[src/rtl/load_store_unit.sv]
// load_store_unit: byte/halfword/word load-store sequencer in front of a word-only data memory.
// Sub-word stores are done as read-modify-write.
module load_store_unit #(
  parameter int ADDR_BITS = 10
) (
  input  logic        clk,
  input  logic        rst_n,
  input  logic        req_valid,
  input  logic        req_write,
  input  logic [1:0]  req_size,
  input  logic        req_unsigned,
  input  logic [31:0] req_addr,
  input  logic [31:0] req_wdata,
  output logic        busy,
  output logic        resp_valid,
  output logic [31:0] resp_rdata,
  output logic        misalign,
  output logic [31:0] mem_addr,
  output logic [31:0] mem_wdata,
  output logic        mem_read,
  output logic        mem_write,
  input  logic [31:0] mem_rdata
);
  typedef enum logic [1:0] {IDLE, RD, RSP, WR} state_t;
  state_t state_q, state_d;
  logic [ADDR_BITS-1:0] addr_q, addr_d;
  logic [1:0] off_q, off_d, size_q, size_d;
  logic uns_q, uns_d, write_q, write_d, rv_q, rv_d, mis_q, mis_d;
  logic [15:0] wdat_q, wdat_d, lane;
  logic [31:0] wdata_q, wdata_d, rdata_q, rdata_d, ext, mask, merged;
  logic bad, word_st;
  logic unused_addr;
  assign unused_addr = ^req_addr[31:ADDR_BITS+2];
  always_comb begin
    bad = req_size == 2'b11 || (req_size == 2'b01 && req_addr[0]) || (req_size == 2'b10 && req_addr[1:0] != 2'b00);
    word_st = req_write && req_size == 2'b10;
    lane = 16'(mem_rdata >> {off_q, 3'b000});
    ext = size_q == 2'b00 ? {{24{~uns_q & lane[7]}}, lane[7:0]} :
          size_q == 2'b01 ? {{16{~uns_q & lane[15]}}, lane} : mem_rdata;
    // bits of wdat_q beyond the addressed lane(s) are shifted out or masked off
    mask = (size_q == 2'b00 ? 32'h0000_00ff : 32'h0000_ffff) << {off_q, 3'b000};
    merged = (mem_rdata & ~mask) | (({16'b0, wdat_q} << {off_q, 3'b000}) & mask);
    state_d = state_q;
    addr_d = addr_q;
    off_d = off_q;
    size_d = size_q;
    uns_d = uns_q;
    write_d = write_q;
    wdat_d = wdat_q;
    wdata_d = wdata_q;
    rdata_d = rdata_q;
    rv_d = 1'b0;
    mis_d = 1'b0;
    case (state_q)
      IDLE: if (req_valid) begin
        mis_d = bad;
        if (!bad) begin
          addr_d = req_addr[ADDR_BITS+1:2];
          off_d = req_addr[1:0];
          size_d = req_size;
          uns_d = req_unsigned;
          write_d = req_write;
          wdat_d = req_wdata[15:0];
          wdata_d = word_st ? req_wdata : wdata_q;
          state_d = word_st ? WR : RD;
        end
      end
      RD: state_d = RSP;
      RSP: begin
        state_d = write_q ? WR : IDLE;
        wdata_d = write_q ? merged : wdata_q;
        rdata_d = write_q ? rdata_q : ext;
        rv_d = !write_q;
      end
      default: begin
        state_d = IDLE;
        rdata_d = '0;
        rv_d = 1'b1;
      end
    endcase
  end
  always_ff @(posedge clk or negedge rst_n)
    if (!rst_n) begin
      state_q <= IDLE;
      addr_q <= '0;
      off_q <= '0;
      size_q <= '0;
      uns_q <= 1'b0;
      write_q <= 1'b0;
      wdat_q <= '0;
      wdata_q <= '0;
      rdata_q <= '0;
      rv_q <= 1'b0;
      mis_q <= 1'b0;
    end else begin
      state_q <= state_d;
      addr_q <= addr_d;
      off_q <= off_d;
      size_q <= size_d;
      uns_q <= uns_d;
      write_q <= write_d;
      wdat_q <= wdat_d;
      wdata_q <= wdata_d;
      rdata_q <= rdata_d;
      rv_q <= rv_d;
      mis_q <= mis_d;
    end
  assign busy = state_q != IDLE;
  assign mem_read = state_q == RD;
  assign mem_write = state_q == WR;
  assign resp_valid = rv_q;
  assign misalign = mis_q;
  assign resp_rdata = rdata_q;
  assign mem_wdata = wdata_q;
  assign mem_addr = {{(32-ADDR_BITS){1'b0}}, addr_q};
endmodule
[config.mk]
export PLATFORM = sky130hd
export DESIGN_NAME = load_store_unit
export DESIGN_NICKNAME = d
export VERILOG_FILES = /design/src/rtl/load_store_unit.sv
export SDC_FILE = /design/constraint.sdc
export NUM_CORES = 1
export LEC_CHECK = 0
export CAP_MARGIN = 30
export CORE_AREA = 2 2 107 109
export CTS_BUF_LIST = sky130_fd_sc_hd__clkbuf_8
export DETAILED_ROUTE_END_ITERATION = 16
export DIE_AREA = 0 0 109 111
export PLACE_DENSITY = 0.92
export SLEW_MARGIN = 40
export SYNTH_ARGS = -nofsm -noshare
export SYNTH_HDL_FRONTEND = slang
export SYNTH_SLANG_ARGS = --single-unit
[constraint.sdc]
create_clock -name clk -period 2.9 [get_ports clk]
set_input_delay 0.58 -clock clk [delete_from_list [all_inputs] [get_ports clk]]
set_output_delay 0.58 -clock clk [all_outputs]
set_load 0.1 [all_outputs]
==> Word-level counts from Yosys, hierarchy flattened <==
Cells that the tools add are included.
Widths: inputs -> output; s select.
{ "totals": {"reg_bits": 100, "in_bits": 103, "output_inout_bits": 101, "elab_cells": 69} }
{ "op_classes": {"eq_ne": 12, "shifts": 3, "mux": 18, "bitwise": 9, "n_reduce_logical": 16} }
{ "ops": {"columns": ["cell", "count"], "rows": [
  ["$mux 32", 7],
  ["$pmux 32 s2", 2],
  ["$and 32x32->32", 2],
  ["$shl 16x5->32", 2],
  ["$not 32->32", 1],
  ["$or 32x32->32", 1],
  ["$shr 32x5->16", 1],
  ["$mux 16", 1],
  ["$ne 2x2->1 const B", 5],
  ["$eq 2x2->1 const B", 4],
  ["$mux 2", 4],
  ["$eq 2x1->1 const B", 3],
  ["$pmux 2 s3", 1],
  ["$reduce_bool 2->1", 3],
  ["$reduce_and 5->1", 1],
  ["$logic_not 2->1", 2],
  ["$reduce_and 2->1", 2],
  ["$logic_and 1x1->1", 3],
  ["$not 1->1", 3],
  ["$reduce_and 3->1", 1],
  ["$and 1x1->1", 2],
  ["$logic_or 1x1->1", 2],
  ["$mux 1", 2],
  ["$pmux 1 s2", 1],
  ["other kinds (2)", 2]
]} }

==> Depth between registers and ports, before layout <==
{ "logic_depth": {"depth_word": 8, "ltp_mapped": 7, "ltp_nobuf": 4} }

==> Least setup slack after synthesis <==
No wires, ideal clock.
{ "synth_path": {"path_kind": "reg2out", "from": "reg state_q[1]", "to": "out mem_read", "arrival_ns": 1.765, "required_time_ns": 2.320, "slack_ns": 0.555, "stages_incl_launch_ff": 2, "n_path_buf": 0, "cell_sequence": "dfrtp_1 -> nor2b_1"} }
{ "synth_via": {"elab_chain_cells": 1} }
{ "synth_rtl": {"columns": ["element", "line_no", "text"], "rows": [
  ["start: declaration", "25", "state_t state_q, state_d;"],
  ["start signal: assignment", "96", "state_q <= state_d;"],
  ["$eq 2x1->1", "109", "assign mem_read = state_q == RD;"],
  ["end: declaration", "20", "output logic mem_read,"]
]} }
No other way between the ends.

==> Worst setup path after layout <==
{ "layout_path": {"from": "reg off_q[0]", "to": "reg rdata_q[22], in the netlist resp_rdata[22]"} }
{ "layout_via": {"elab_chain_cells": 6, "elab_cells_between_ends": 7, "classes_between": "shift (1); mux (4); bitwise (2)"} }
{ "layout_rtl": {"columns": ["element", "line_no", "text"], "rows": [
  ["start: declaration", "27", "logic [1:0] off_q, off_d, size_q, size_d;"],
  ["start signal: assignment", "86", "off_q <= '0;"],
  ["start signal: assignment", "98", "off_q <= off_d;"],
  ["$shr 32x5->16 *", "37", "lane = 16'(mem_rdata >> {off_q, 3'b000});"],
  ["$and 1x1->1", "39", "size_q == 2'b01 ? {{16{~uns_q & lane[15]}}, lane} : mem_rdata;"],
  ["$mux 32", "39", null],
  ["$mux 32 *", "38", "ext = size_q == 2'b00 ? {{24{~uns_q & lane[7]}}, lane[7:0]} :"],
  ["$mux 32 *", "72", "rdata_d = write_q ? rdata_q : ext;"],
  ["$pmux 32 s2 *", "54", "case (state_q)"],
  ["end signal: assignment", "104", "rdata_q <= rdata_d;"],
  ["end: declaration", "30", "logic [31:0] wdata_q, wdata_d, rdata_q, rdata_d, ext, mask, merged;"]
]} }
Mark *: on every way between the ends. The rest lies on a longest branch, timed or not. The select of a mux whose other input is x is not followed.
A chain may end at the register's enable or synchronous reset.

==> metrics <==
status complete, no violations; FP Rows 39; first-pass GRT wire length 25.0 mm; Final setup viols 0; largest net degree at the start of global routing between 50 and 60; WL per Instance between 20 and 25 µm; Worst-Margin Slew a little over 700 ps; Antenna diodes 0; Gate Count Post-Synth 485; Synth Area in Adders 0; root buf cell clkbuf_8; vias post-DR roughly 4600; unrepaired setup endpoints after global routing false; share of cells above drive strength 1 0.298; DIE HEIGHT 111 µm; complex-gate fraction of the synthesized area 0.185; final slew viol count 0; die outline area 0.0121 mm²; Yosys reg bits 100; drt total wl 16.0 mm; achievable frequency 428 MHz; synthesized area per cell 10.9 µm²; max-cap viol count 0; Synth Flop Type dfrtp_1; clock sinks 100; period utilization 0.807; Initial Util 0.477; Slew HR 0.528; post-synth top area cell dfrtp_1; total setup buffers inserted after CTS 0; CP required ~3200 ps; final hold vios 0; Vias/cell 5.87; core area ~0.011 mm²; initial antenna violation count 0; Worst Setup SP off_q[0]$_DFFE_PN0P_; Starting DRT DRC Count 243; worst skew pair latency 360 ps; I/O Pins 204; class of the worst hold path in2async; DR pass1 iterations 5; R2R setup slack between 500 and 600 ps; crit path time final approximately 2300 ps; sequential element share of the synthesized area 0.474; H-tree depth 3; Worst setup SP type flop; ranking of synthesized cells by area dfrtp_1, mux2_2, nand2_1; synthesized area 0.00528 mm²; XOR/XNOR share of the synthesized area 0; Clock Pin Slew Worst Setup and Hold Paths approximately 100 ps; Critical R2R Launch off_q[0]$_DFFE_PN0P_; Crit Path Category reg2reg; top cell type's share of synthesized area 0.474; Residual DRC 0; Post-DRT Antenna Nets 0; cts bufs inserted 9; CP endpoint kind flop; GR Util All Layers 0.270; Nets 742; Setup TNS 0 ps; grt total ovfl 0; yosys warns 0; Die X 109 µm; maximum buffer depth of the clock tree 2; hold buffers post-CTS 0; Layout area overhead 33.3%; Post-synth ARST share 1.00; CTS tree yes; vias in the first global route 4671; Synth Area in Simple Gates 0.0839; HPWL after DPL 12.4 mm; gp weighted congestion 0.975; # resized after CTS 0; CP arrival 2630 ps; library cells used by synthesis 46; multiplexer area fraction after synthesis 0.190; clock skew 11.4 ps; IO buf count 161; largest family of logic cells by synthesized area multiplexers; CP max FO 23; number of synthesized flops with an enable pin 0
metal layers:
metal | GRT usage | up-vias | share of wire
met5 | 0 | - | 0
met4 | 0.103 | 0 | 0.026
met3 | 0.0382 | 35 | 0.064
met2 | 0.443 | 225 | 0.50
met1 | 0.360 | 2272 | 0.41
li1 | - | 2084 | -
placed cells by master, fill, tap and decap left out, types with 2 or more instances in the layout:
cell type | synthesis | final
a21oi_1 | 9 | 9
a221o_1 | 17 | 17
a22oi_1 | 9 | 9
a2bb2oi_1 | 8 | 8
buf_12 | 0 | 2
buf_4 | 24 | 94
bufinv_16 | 0 | 2
clkbuf_8 | 0 | 12
clkdlybuf4s50_1 | 0 | 81
conb_1 | 1 | 22
dfrtp_1 | 100 | 100
inv_1 | 8 | 8
mux2_1 | 2 | 2
mux2_2 | 70 | 70
mux2i_1 | 17 | 17
nand2_1 | 69 | 69
nand2b_1 | 5 | 5
nand3_1 | 8 | 8
nor2_1 | 7 | 4
nor2_2 | 0 | 3
nor2b_1 | 3 | 3
nor3_1 | 3 | 3
o2111ai_1 | 8 | 8
o211ai_1 | 9 | 9
o21ai_0 | 30 | 30
o221ai_1 | 17 | 17
o2bb2ai_1 | 4 | 4
o311ai_0 | 7 | 7
kinds of logic after synthesis:
logic type      after synthesis
compound gates              127
mux                          90
flops                       100
buf+inv                      65
simple gates                102
other cells                   1
final cells by class:
class | count | area (µm²)
Tap cell | 143 | 179
Clock inverter | 4 | 77.6
Fill cell | 890 | 4040
Multi-Input combinational cell | 341 | 2520
Inverter | 10 | 37.5
Sequential cell | 100 | 2500
Timing Repair Buffer | 177 | 1560
Clock buffer | 12 | 165
Yosys cell counts (all sizes together) (3+ instances only):
library cell	number
o2bb2ai	4
a21oi	9
o221ai	17
o21ai	31
o2111ai	8
inv	9
nand3	8
nor2b	3
nand2	70
o311ai	8
nor2	8
nor3	3
a22oi	9
dfrtp	100
clkbuf	22
a2bb2oi	8
mux2i	17
buf	33
o211ai	9
nand2b	5
a221o	17
mux2	72
per-stage QoR:
step           hold WS, ps  setup WS (ps)  area [µm²]   util  cells
5_1_grt                286            424        7040  0.636    787
4_1_cts                262            396        7030  0.634    786
3_3_place_gp           454            223        6780  0.612    770
2_1_floorplan          284            555        5360      -    506
3_5_place_dp           463           81.1        6780  0.612    770
6_report               245            561        7040  0.636    787
flip-flops by register name, indices dropped and copies added (netlist names), 2 cells and up:
signal,count
addr_q,10
mem_wdata,32
off_q,2
resp_rdata,32
size_q,2
state_q,2
wdat_q,16
final timing paths:
check / to / cells after the start
min in group clk: resp_rdata[4]$_DFFE_PN0P_ / 2
max in group asynchronous: resp_rdata[22]$_DFFE_PN0P_ / 2
worst max-delay path: resp_rdata[22]$_DFFE_PN0P_ / 5
worst min-delay path: addr_q[5]$_DFFE_PN0P_ / 1
worst min register to register: resp_rdata[4]$_DFFE_PN0P_ / 2
worst max register to register: resp_rdata[22]$_DFFE_PN0P_ / 5
worst max-delay path, cell delays in order (launching register included):
cell       delay (ps)
dfrtp_1           590
buf_4             320
o32a_1            420
a2111oi_4         530
buf_4             280
a221o_1           130
Power is not shown: default switching activity piles up to over one toggle a cycle in this logic, so the estimate is an artifact.
==> variant 1, RTL diff (config.mk and constraints unchanged) <==
Change the parameter `ADDR_BITS` from 10 to 9.
--- a/src/rtl/load_store_unit.sv
+++ b/src/rtl/load_store_unit.sv
@@ -1,7 +1,7 @@
 // load_store_unit: byte/halfword/word load-store sequencer in front of a word-only data memory.
 // Sub-word stores are done as read-modify-write.
 module load_store_unit #(
-  parameter int ADDR_BITS = 10
+  parameter int ADDR_BITS = 9
 ) (
   input  logic        clk,
   input  logic        rst_n,
Function: changed (Yosys sat finds a counterexample within 4 cycles, from zero or initial values and one cycle with rst_n low).
==> variant 1 against the unedited design <==
- worst setup slack improved by 0.074 ns
- first-iteration DRC count rose by 61%
- cell area fell by 0.44%
- critical path depth fell by 1
- sequential share of layout area fell by 0.20 points
- fmax rose by 3.3%
- sequential cell count fell by 1
- non-clock buffer count fell by 3
- count of clock-buffer cells in the layout fell by 1
- die area did not move
- synthesized area rose by 2.1%
- wire length fell by 2.5%
- critical endpoint is now mem_wdata[20]
Power is left out: the tool's default activity adds up to more than one toggle a clock period on the data nets, which glitch-free logic cannot reach.
==> variant 1: results (changes against the unedited design) <==
status: "completed"
critical_path.top_delay_family: "compound AO/OA/AOI/OAI gates"
worst_path_max_delay_cell: "dfrtp_1"
dr_total_vias: 4662  # +1.0%
hold_path.class: "input port to async pin"
io_buffer_count: 159  # -1.2%
max_stage_delay_ns: 0.74  # +0.15 ns
cp_max_fo: 19  # -17%
clockRootBuffer: "clkbuf_8"
worst_pin_slew_ns: 0.613  # -0.0943 ns
fin_skew_ns: 0.00890  # -0.00250 ns
dp_slack_ns: 0.260  # +0.178 ns
synthTopCellsByCount: "99 x dfrtp_1, 71 x mux2_2, 69 x nand2_1, 29 x o21ai_0, 28 x buf_4"
ctsHtreeMaxLevel: 3  # unchanged
synth_top_area_share_pct: 46.0  # -1.4 points
coreArea_um2: 11100  # unchanged
dpl_cell_area_um2: 6820  # +0.57%
synth-seq-area-share_pct: 46.0  # -1.4 points
clk_pin_slew_ns: 0.09
drive_gt1_share_pct: 30.6  # +0.74 points
grt_max_degree: 83  # +51%
drt_first_pass_iters: 5  # unchanged
fin_nets: 746  # +0.54%
arrival_ns: 2.58  # -0.05 ns
drt_iter0_markers: 391  # +61%
ys_types: 46  # unchanged
postCtsSetupBuffers: 0  # unchanged
dp_hpwl_um: 11900  # -4.1%
synth_flop_cell: "dfrtp_1"
antenna_found_initial: 0  # unchanged
ys_top_cells_by_area: "dfrtp_1 46%, mux2_2 15%, nand2_1 4.8%, buf_4 3.9%, o221ai_1 3.1%"
setup_total_negative_slack_ns: 0  # unchanged
grt_pass1_wl_um: 24000  # -3.7%
gp_congestion: 0.882  # -9.6%
yosysWarnings: 0  # unchanged
cts.path.max_buffers: 2  # unchanged
routed_wirelength_um: 15600  # -2.5%
grt_pass1_vias: 4493  # -3.8%
diodes: 0  # unchanged
synth-async-reset-ratio_pct: 100  # unchanged
numCtsBuffers: 9  # unchanged
cts_resized: 0  # unchanged
clock_latency_ns: 0.38  # +0.02 ns
grt_util_all_layers_pct: 26.0  # -1.0 points
[variant 1: cell families (layout without fill, tap and decap cells)]
group,after synthesis,count (layout),share of synthesized area [%]
AND/OR/NAND/NOR,103,103,8.47
multiplexers,89,89,18.4
other,1,23,0.0696
AO/OA/AOI/OAI,132,132,19.6
buffers and inverters,72,202,7.52
flip-flops,99,99,46.0
[variant 1: layer usage]
layer	vias up	wire length, µm	track usage (%)
met5	-	0	0
met1	2285	6410	34.7
met2	231	7620	42.4
met4	0	451	10.3
li1	2111	-	-
met3	35	1140	3.94
[variant 1: area by class of cell]
type / instances / area [µm²]
Clock buffer: 11 / 151
Clock inverter: 5 / 28.8
Fill cell: 881 / 4070
Inverter: 12 / 45.0
Multi-Input combinational cell: 347 / 2600
Sequential cell: 99 / 2480
Tap cell: 143 / 179
Timing Repair Buffer: 174 / 1530
[variant 1: worst paths after layout]
kind                               start              to  slack [ns]  depth (start not counted)
max in group asynchronous          rst_n  resp_rdata[28]        2.15                          2
hold reg to reg            resp_rdata[0]   resp_rdata[0]        0.48                          2
hold / removal                     rst_n       addr_q[2]        0.05                          1
setup / recovery                off_q[1]   mem_wdata[20]        0.63                          4
setup reg to reg                off_q[1]   mem_wdata[20]        0.63                          4
min in group clk           resp_rdata[0]   resp_rdata[0]        0.48                          2
[variant 1: through the flow]
step / instances / hold slack, ns
floorplan: 518 / 0.284
CTS: 790 / 0.0494
global route: 791 / 0.0534
global placement: 774 / 0.456
finish: 791 / 0.0503
detailed placement: 774 / 0.460
==> variant 2, RTL diff (same flow settings) <==
Without the edit above. The 4 states of `state_t` get a one-hot encoding in 4 bits.
--- a/src/rtl/load_store_unit.sv
+++ b/src/rtl/load_store_unit.sv
@@ -21,7 +21,7 @@
   output logic        mem_write,
   input  logic [31:0] mem_rdata
 );
-  typedef enum logic [1:0] {IDLE, RD, RSP, WR} state_t;
+  typedef enum logic [3:0] {IDLE = 4'b0001, RD = 4'b0010, RSP = 4'b0100, WR = 4'b1000} state_t;
   state_t state_q, state_d;
   logic [ADDR_BITS-1:0] addr_q, addr_d;
   logic [1:0] off_q, off_d, size_q, size_d;
Formal check against the unedited RTL: no difference found for any inputs over 4 cycles, from zero or initial values and one cycle with rst_n low; so few cycles prove little.
==> variant 2 against the unedited design <==
- cell area increased by 2.9%
- hold slack got worse by 0.026 ns
- non-clock buffer count decreased by 3
- wire length decreased by 1.5%
- synthesized area increased by 6.7%
- first-iteration DRC count increased by 68%
- synthesized cell count increased by 4.9%
- sequential cell count increased by 2
- clock skew increased by 0.0026 ns
- critical path depth unchanged
- global-route usage decreased by 0.56 points
- critical endpoint is now mem_wdata[21]
- worst setup slack got worse by 0.17 ns
- highest routed layer unchanged
==> variant 2: results (changes against the unedited design) <==
status: "completed"
cp_max_fo: 16  # -30%
r2r_start: "off_q[0]"
drive_gt1_share_pct: 22.8  # -7.0 points
vdd.ir_drop.worst_v: 0.000766
grt_pass1_wl_um: 24600  # -1.2%
ys_types: 48  # +4.3%
cts.path.max_buffers: 2  # unchanged
dp_slack_ns: 0.416  # +0.335 ns
reg2reg_slack_ns: 0.39  # -0.17 ns
numCtsBuffers: 9  # unchanged
synthXorXnorAreaFrac_pct: 0  # unchanged
drt_iter0_markers: 409  # +68%
reg2reg_depth: 5  # unchanged
arrival_ns: 2.84  # +0.21 ns
reg2reg_to: "mem_wdata[21]"
power_leakage_nw: 3.29
fin_skew_ns: 0.0140  # +0.00256 ns
ys_top_cells_by_area: "dfrtp_1 45%, mux2_1 8.2%, mux2i_1 6.0%, mux2_2 4.6%, nand2_1 4.3%"
antenna_found_initial: 0  # unchanged
worst_pin_slew_ns: 0.661  # -0.0470 ns
dp_hpwl_um: 11900  # -4.3%
synth-compound-area-share_pct: 17.1  # -1.4 points
yosysWarnings: 0  # unchanged
n_fill_cell: 858  # -3.6%
gp_congestion: 0.890  # -8.7%
grt_util_all_layers_pct: 26.5  # -0.56 points
synthAdderAreaFrac_pct: 0  # unchanged
synthMuxAreaShare_pct: 19.6  # +0.62 points
hold_path.class: "input port to async pin"
grt_pass1_vias: 4758  # +1.9%
grt_max_degree: 66  # +20%
drt_first_pass_iters: 5  # unchanged
clock_latency_ns: 0.38  # +0.02 ns
wl_per_cell_um: 19.7  # -3.2%
dr_total_vias: 4732  # +2.5%
ctsHtreeMaxLevel: 3  # unchanged
synth-async-reset-ratio_pct: 100  # unchanged
synthTopCellsByCount: "101 x dfrtp_1, 64 x nand2_1, 41 x mux2_1, 34 x mux2i_1, 25 x buf_4"
clk_pin_slew_ns: 0.11
synth-seq-area-share_pct: 45.3  # -2.1 points
fin_nets: 756  # +1.9%
io_buffer_count: 161  # unchanged
## variant 2: stage by stage
| stage | hold WS [ns] | area (µm²) | utilization (%) | instances |
|---|---|---|---|---|
| finish | 0.218 | 7240 | 65.4 | 801 |
| global route | 0.254 | 7240 | 65.4 | 801 |
| CTS | 0.243 | 7240 | 65.3 | 801 |
| detailed placement | 0.462 | 7050 | 63.6 | 785 |
| global placement | 0.457 | 7050 | 63.6 | 785 |
| floorplan | 0.284 | 5730 | - | 530 |
## variant 2: final cells by class
| cell class | instances | area, µm² | share of cell area (%) |
|---|---|---|---|
| sequential | 102 | 2550 | 35.3 |
| clock inverter | 6 | 53.8 | 0.743 |
| clock buffer | 10 | 138 | 1.90 |
| inverter | 13 | 48.8 | 0.674 |
| tap | 143 | 179 | 2.47 |
| timing repair buffer | 174 | 1530 | 21.2 |
| multi-input combinational | 353 | 2740 | 37.8 |
## variant 2: power breakdown
group          internal, mW  total [mW]  leakage (nW)  switching (mW)
Combinational          1.37        5.31          1.91            3.94
Sequential             1.92        2.42          1.29           0.497
Clock                 0.349       0.875        0.0950           0.525
## variant 2: worst max path at each step
stage | from | to | slack, ns | cells after the start
final | off_q[0] | mem_wdata[21] | 0.39 | 5
after global routing | off_q[0] | mem_wdata[21] | 0.29 | 5
after CTS | off_q[0] | mem_wdata[21] | 0.47 | 5
after detailed placement | req_size[0] | mem_wdata[29] | 0.42 | 6
after global placement | mem_rdata[31] | resp_rdata[29] | 0.49 | 6
after floorplan | state_q[3] | mem_read | 0.08 | 2
## variant 2: cells by family after synthesis
family,Yosys count
and+or+nand+nor,109
AOI/OAI and AO/OA,122
DFF,102
muxes,100
other,1
buffers and inverters,75
## variant 2: critical path, cell delays in order (launching register included)
cell and delay [ns]:
dfrtp_1 0.75, buf_4 0.36, nand2b_1 0.33, o21a_1 0.40
o311ai_1 0.42, mux2_1 0.21
## variant 2: routing by layer
metal  up-vias  GRT usage (%)  part of all wire, %
met1      2296           34.1                   40
met3        49           6.00                  7.7
met2       230           43.3                   49
met5         -              0                    0
li1       2157              -                    -
met4         0           9.74                  3.4
